File: src/rtl/stepper_pkg.sv
// rtl/stepper_pkg.sv - shared state encoding, coil phase table and index step sizes
package stepper_pkg;

    typedef enum logic [1:0] {
        ST_IDLE   = 2'd0,
        ST_RUN    = 2'd1,
        ST_FINISH = 2'd2
    } state_t;

    // Entry 0 sits in the least significant nibble.
    localparam logic [7:0][3:0] PHASE_TABLE = {
        4'b1001, 4'b1000, 4'b1100, 4'b0100,
        4'b0110, 4'b0010, 4'b0011, 4'b0001
    };

    localparam logic [2:0] IDX_STEP_HALF = 3'd1;
    localparam logic [2:0] IDX_STEP_FULL = 3'd2;

endpackage

File: src/rtl/step_rate_divider.sv
// rtl/step_rate_divider.sv - loadable down-counter; tick is high while the count is zero
module step_rate_divider #(
    parameter int DIV_WIDTH = 16
) (
    input  logic                 clk,
    input  logic                 rst,
    input  logic                 load,
    input  logic                 en,
    input  logic [DIV_WIDTH-1:0] load_value,
    output logic                 tick
);

    logic [DIV_WIDTH-1:0] count_q;
    logic [DIV_WIDTH-1:0] count_d;

    always_comb begin
        count_d = count_q;
        if (load) begin
            count_d = load_value;
        end else if (en) begin
            count_d = count_q - 1'b1;
        end
    end

    always_ff @(posedge clk or negedge rst) begin
        if (!rst) begin
            count_q <= '0;
        end else begin
            count_q <= count_d;
        end
    end

    assign tick = (count_q == '0);

endmodule

File: src/rtl/stepper_phase_controller.sv
// rtl/stepper_phase_controller.sv - move sequencer driving 4-coil phase patterns from a rotating index
module stepper_phase_controller
    import stepper_pkg::*;
#(
    parameter int STEP_WIDTH = 8,
    parameter int DIV_WIDTH  = 16
) (
    input  logic                  clk,
    input  logic                  rst,
    input  logic                  start,
    input  logic                  dir,
    input  logic                  half_step,
    input  logic [STEP_WIDTH-1:0] steps,
    input  logic [DIV_WIDTH-1:0]  period,
    input  logic                  abort,
    input  logic                  hold,
    output logic [3:0]            phase,
    output logic                  busy,
    output logic                  done,
    output logic [STEP_WIDTH-1:0] remaining
);

    state_t                state_q, state_d;
    logic [2:0]            idx_q, idx_d;
    logic                  dir_q, dir_d;
    logic                  half_q, half_d;
    logic [DIV_WIDTH-1:0]  period_q, period_d;
    logic [STEP_WIDTH-1:0] remaining_q, remaining_d;
    logic [3:0]            phase_q, phase_d;
    logic                  busy_q, busy_d;
    logic                  done_q, done_d;

    logic                  div_load;
    logic [DIV_WIDTH-1:0]  div_load_value;
    logic                  div_tick;
    logic [2:0]            idx_step;

    step_rate_divider #(
        .DIV_WIDTH (DIV_WIDTH)
    ) u_divider (
        .clk        (clk),
        .rst        (rst),
        .load       (div_load),
        .en         (state_q == ST_RUN),
        .load_value (div_load_value),
        .tick       (div_tick)
    );

    assign idx_step = half_q ? IDX_STEP_HALF : IDX_STEP_FULL;

    always_comb begin
        state_d        = state_q;
        idx_d          = idx_q;
        dir_d          = dir_q;
        half_d         = half_q;
        period_d       = period_q;
        remaining_d    = remaining_q;
        div_load       = 1'b0;
        div_load_value = period_q;

        case (state_q)
            ST_IDLE: begin
                if (start) begin
                    if (steps != '0) begin
                        dir_d          = dir;
                        half_d         = half_step;
                        period_d       = period;
                        remaining_d    = steps;
                        div_load       = 1'b1;
                        div_load_value = period;
                        // Full-step runs on odd indices (two-hot patterns); aligning is not a step.
                        if (!half_step) begin
                            idx_d = idx_q | 3'd1;
                        end
                        state_d = ST_RUN;
                    end else begin
                        remaining_d = steps;
                        state_d     = ST_FINISH;
                    end
                end
            end
            ST_RUN: begin
                if (abort) begin
                    state_d = ST_FINISH;
                end else if (div_tick) begin
                    idx_d       = dir_q ? (idx_q + idx_step) : (idx_q - idx_step);
                    remaining_d = remaining_q - 1'b1;
                    div_load    = 1'b1;
                    if (remaining_q == STEP_WIDTH'(1)) begin
                        state_d = ST_FINISH;
                    end
                end
            end
            ST_FINISH: begin
                state_d = ST_IDLE;
            end
            default: begin
                state_d = ST_IDLE;
            end
        endcase

        busy_d = (state_d == ST_RUN);
        done_d = (state_d == ST_FINISH);
        // Coils stay driven through the edge that ends a move so the last step is visible in FINISH.
        if ((state_q == ST_RUN) || (state_d == ST_RUN) || hold) begin
            phase_d = PHASE_TABLE[idx_d];
        end else begin
            phase_d = 4'b0000;
        end
    end

    always_ff @(posedge clk or negedge rst) begin
        if (!rst) begin
            state_q     <= ST_IDLE;
            idx_q       <= '0;
            dir_q       <= 1'b0;
            half_q      <= 1'b0;
            period_q    <= '0;
            remaining_q <= '0;
            phase_q     <= 4'b0000;
            busy_q      <= 1'b0;
            done_q      <= 1'b0;
        end else begin
            state_q     <= state_d;
            idx_q       <= idx_d;
            dir_q       <= dir_d;
            half_q      <= half_d;
            period_q    <= period_d;
            remaining_q <= remaining_d;
            phase_q     <= phase_d;
            busy_q      <= busy_d;
            done_q      <= done_d;
        end
    end

    assign phase     = phase_q;
    assign busy      = busy_q;
    assign done      = done_q;
    assign remaining = remaining_q;

endmodule

File: config.mk
export PLATFORM = sky130hd
export DESIGN_NAME = stepper_phase_controller
export DESIGN_NICKNAME = d
export VERILOG_FILES = /design/src/rtl/stepper_pkg.sv /design/src/rtl/step_rate_divider.sv /design/src/rtl/stepper_phase_controller.sv
export SDC_FILE = /design/constraint.sdc
export NUM_CORES = 1
export LEC_CHECK = 0
export BUFFER_PORTS_ARGS = -buffer_cell sky130_fd_sc_hd__buf_2
export CORE_MARGIN = 2
export CORE_UTILIZATION = 61
export CTS_CLUSTER_SIZE = 28
export DETAILED_ROUTE_END_ITERATION = 16
export GPL_TIMING_DRIVEN = 0
export HOLD_SLACK_MARGIN = 0.08
export PLACE_DENSITY = 0.94
export SYNTH_ARGS = -nofsm -noshare
export SYNTH_HDL_FRONTEND = slang
export SYNTH_SLANG_ARGS = --single-unit
File: constraint.sdc
create_clock -name clk -period 3.9 [get_ports clk]
set_input_delay 0.39 -clock clk [delete_from_list [all_inputs] [get_ports clk]]
set_output_delay 0.39 -clock clk [all_outputs]
set_load 0.05 [all_outputs]
==> reports/results.ini <==
[status]
status=complete, no violations

[clocking]
cts_buffers=5
cts.path.max_buffers=2
holdBufCountCts=0
clock_latency_ns=0.31
cts_resized=0
root_buffer=clkbuf_8
cts_sinks=53
htreeDepth=2
postCtsSetupBuffers=0
path_clk_slew_ns=0.09
cts_tree=done

[synthesis]
synth-seq-cells=53
async_flop_share_pct=100
synth_top_family_by_area=simple AND/OR/NAND/NOR gates
synth_area_um2=2880
synth-simple-area-share_pct=20.4
dominantRegCellSynth=dfrtp_1
synth_top_cells_by_area=dfrtp_1 (46%), nand2_1 (6.1%), mux2_2 (3.5%), o21ai_0 (3.5%), a21oi_1 (3.1%)
synth_edf_count=0
synth_nets=336
synth.largest_area_cell=dfrtp_1
synth_top_area_share_pct=46.0
synthDistinctLibCells=57
synth_fa_ha_area_share_pct=2.87
synth_xor_area_share_pct=0.304
synth.avg_cell_area_um2=9.64
ys_seq_area_share_pct=46.0
synthMuxAreaShare_pct=5.95
synth_compound_area_share_pct=19.8
yosys_warnings=0
syn_inst=299

[sta]
min_period_ns=2.44
slew_headroom_pct=22.5
worst_pin_slew_ns=1.16
final.period_utilization_pct=62.6
rsz0062_at_grt=no
setup-tns-final_ns=0
setup_violations=0
clock-skew-final_ns=0.00442
slew_violations=0
hold_viol=0
holdWs_ns=0.270
fmaxAchievable_ghz=0.409

[grt]
grt_pass1_wl_mm=11.0
grt_max_degree=54
overflow=0
antenna_found_initial=0
grtUsageTotal_pct=26.6
grt_pass1_vias=2448

[final_layout]
drive_gt1_share_pct=23.4
post-route-util_pct=70.3
area_delta_synth_final_pct=13.0
diodes=0
n_fill_cell=380
nets=387

[routing]
wirelength_mm=6.71
wl_per_cell_um=16.6
ant_nets=0
vias_per_cell=6.25
route.detailed.drc=0
drtIter0Drc=233
vias=2523
dr.pass1.iters=5

[setup_path]
critical_path_class=flop to flop
startpoint_type=flop
crit_fanout=10
cpPeakStageDelay_ns=0.44
crit_chain=inv_1 > ha_1 > nor4b_2 > nand4_2 > buf_6 > nor2_1 > o21ai_0 > a221o_1
r2r-start=u_divider.count_q[1]
required_ns=4.10
worstSetupStartpoint=u_divider.count_q[1]
slowest_stage=dfrtp_1
cp-end-kind=flop
critPathArrivalTime_ns=2.64

[worst_hold_path]
hold_start=dir
hold_class=primary input to flop

[floorplanning]
die_area_um2=5290
pin_count=45
die_w_um=72.7
floorplan.initialDensity_pct=62.2
core.rowCount=25
die_h_um=72.7
core-area_um2=4630

[power]
vdd_ir_drop_max_uv=504
power_density_nw_per_um2=706
power_leakage_nw=1.50

[place]
io_buffers=44
hpwl_mm=4.86
place_congestion=0.869

[flow_run]
maxCapViolations=0

-- cells in the mapped netlist, types with 2 or more instances --
| library cell | number |
|---|---|
| inv_1 | 14 |
| o21ai_0 | 20 |
| buf_6 | 3 |
| dfrtp_1 | 53 |
| o211ai_1 | 3 |
| o22ai_1 | 7 |
| o21a_1 | 2 |
| nand2b_1 | 3 |
| buf_2 | 6 |
| a21o_1 | 3 |
| nand2_1 | 47 |
| and2_1 | 2 |
| a221o_1 | 5 |
| nand3_1 | 8 |
| o31ai_1 | 2 |
| o2bb2ai_1 | 5 |
| nor3_1 | 11 |
| clkbuf_1 | 3 |
| nor4_1 | 6 |
| ha_1 | 5 |
| nor4_4 | 2 |
| a21oi_1 | 18 |
| mux2i_1 | 7 |
| nor2_1 | 16 |
| mux2_2 | 9 |
| a211oi_1 | 5 |
| or4_1 | 3 |
| a22o_1 | 2 |
-- registers in the layout, summed over array words and instances, names as in the netlist --
register / count
period_q: 16
u_divider.count_q: 16
remaining: 8
phase: 4
idx_q: 3
state_q: 2
busy: 1
dir_q: 1
done: 1
half_q: 1
-- where the power goes --
group,internal (mW),leakage (nW),switching [mW],total [mW]
sequential,0.763,0.637,0.214,0.977
clock,0.141,0.0443,0.170,0.311
combinational,0.370,0.817,0.641,1.01
-- worst max-delay path, delay by kind of cell (launching register included) --
family | cells | cell delay [ns]
flops | 1 | 0.44
fa+ha+maj | 1 | 0.15
simple gates | 3 | 0.90
buf+inv | 2 | 0.31
compound gates | 2 | 0.53
-- logic make-up (layout without fill, tap and decap cells) --
logic type               after synthesis  after routing
AO/OA/AOI/OAI                         84             84
multiplexers                          16             16
flip-flops                            53             53
adder cells (fa/ha/maj)                6              6
buffers and inverters                 27             78
XOR/XNOR                               1              1
AND/OR/NAND/NOR                      112            112
-- cell usage in the layout (no fill, tap or decap), types with 2 or more instances in the layout --
| master | count |
|---|---|
| a211oi_1 | 5 |
| a21o_1 | 3 |
| a21oi_1 | 18 |
| a221o_1 | 5 |
| a22o_1 | 2 |
| and2_1 | 2 |
| buf_2 | 50 |
| buf_6 | 3 |
| clkbuf_1 | 4 |
| clkbuf_8 | 6 |
| dfrtp_1 | 53 |
| ha_1 | 5 |
| inv_1 | 14 |
| mux2_2 | 9 |
| mux2i_1 | 7 |
| nand2_1 | 47 |
| nand2b_1 | 3 |
| nand3_1 | 8 |
| nor2_1 | 16 |
| nor3_1 | 11 |
| nor4_1 | 6 |
| nor4_4 | 2 |
| o211ai_1 | 3 |
| o21a_1 | 2 |
| o21ai_0 | 20 |
| o22ai_1 | 7 |
| o2bb2ai_1 | 5 |
| o31ai_1 | 2 |
| or4_1 | 3 |
-- per-stage QoR --
| step | cell area, µm² | setup slack, ns | std cells | power, mW |
|---|---|---|---|---|
| after floorplan | 2880 | 1.82 | 299 | 1.71 |
| after global placement | 3170 | 1.52 | 397 | 1.93 |
| after global routing | 3260 | 1.35 | 404 | 2.44 |
| after detailed placement | 3170 | 1.45 | 397 | 1.98 |
| after CTS | 3260 | 1.53 | 404 | 2.30 |
| final | 3260 | 1.46 | 404 | 2.30 |
-- final cells by class --
class	instances	area [µm²]	share of cell area, %
Clock buffer	7	86.3	2.65
Timing Repair Buffer	44	220	6.76
Inverter	14	52.6	1.61
Sequential cell	53	1330	40.7
Multi-Input combinational cell	219	1420	43.6
Tap cell	54	67.6	2.08
Buffer	13	82.6	2.54
-- worst paths after layout --
kind | endpoint | slack (ns) | depth (start not counted)
setup / recovery | u_divider.count_q[3] | 1.46 | 8
hold / removal | dir_q | 0.27 | 3
setup reg to reg | u_divider.count_q[3] | 1.46 | 8
hold reg to reg | period_q[10] | 0.48 | 2
max in group asynchronous | phase[3] | 2.88 | 1
min in group asynchronous | period_q[8] | 0.32 | 1
-- routing by layer --
| layer | up-vias | part of all wire [%] | GRT usage [%] |
|---|---|---|---|
| met5 | - | 0 | 0 |
| met4 | 0 | 3.5 | 13.8 |
| met3 | 25 | 5.7 | 4.83 |
| met2 | 114 | 49 | 43.1 |
| met1 | 1198 | 42 | 34.1 |
| li1 | 1186 | - | - |
No activity file was read; power rests on OpenSTA's default activity.
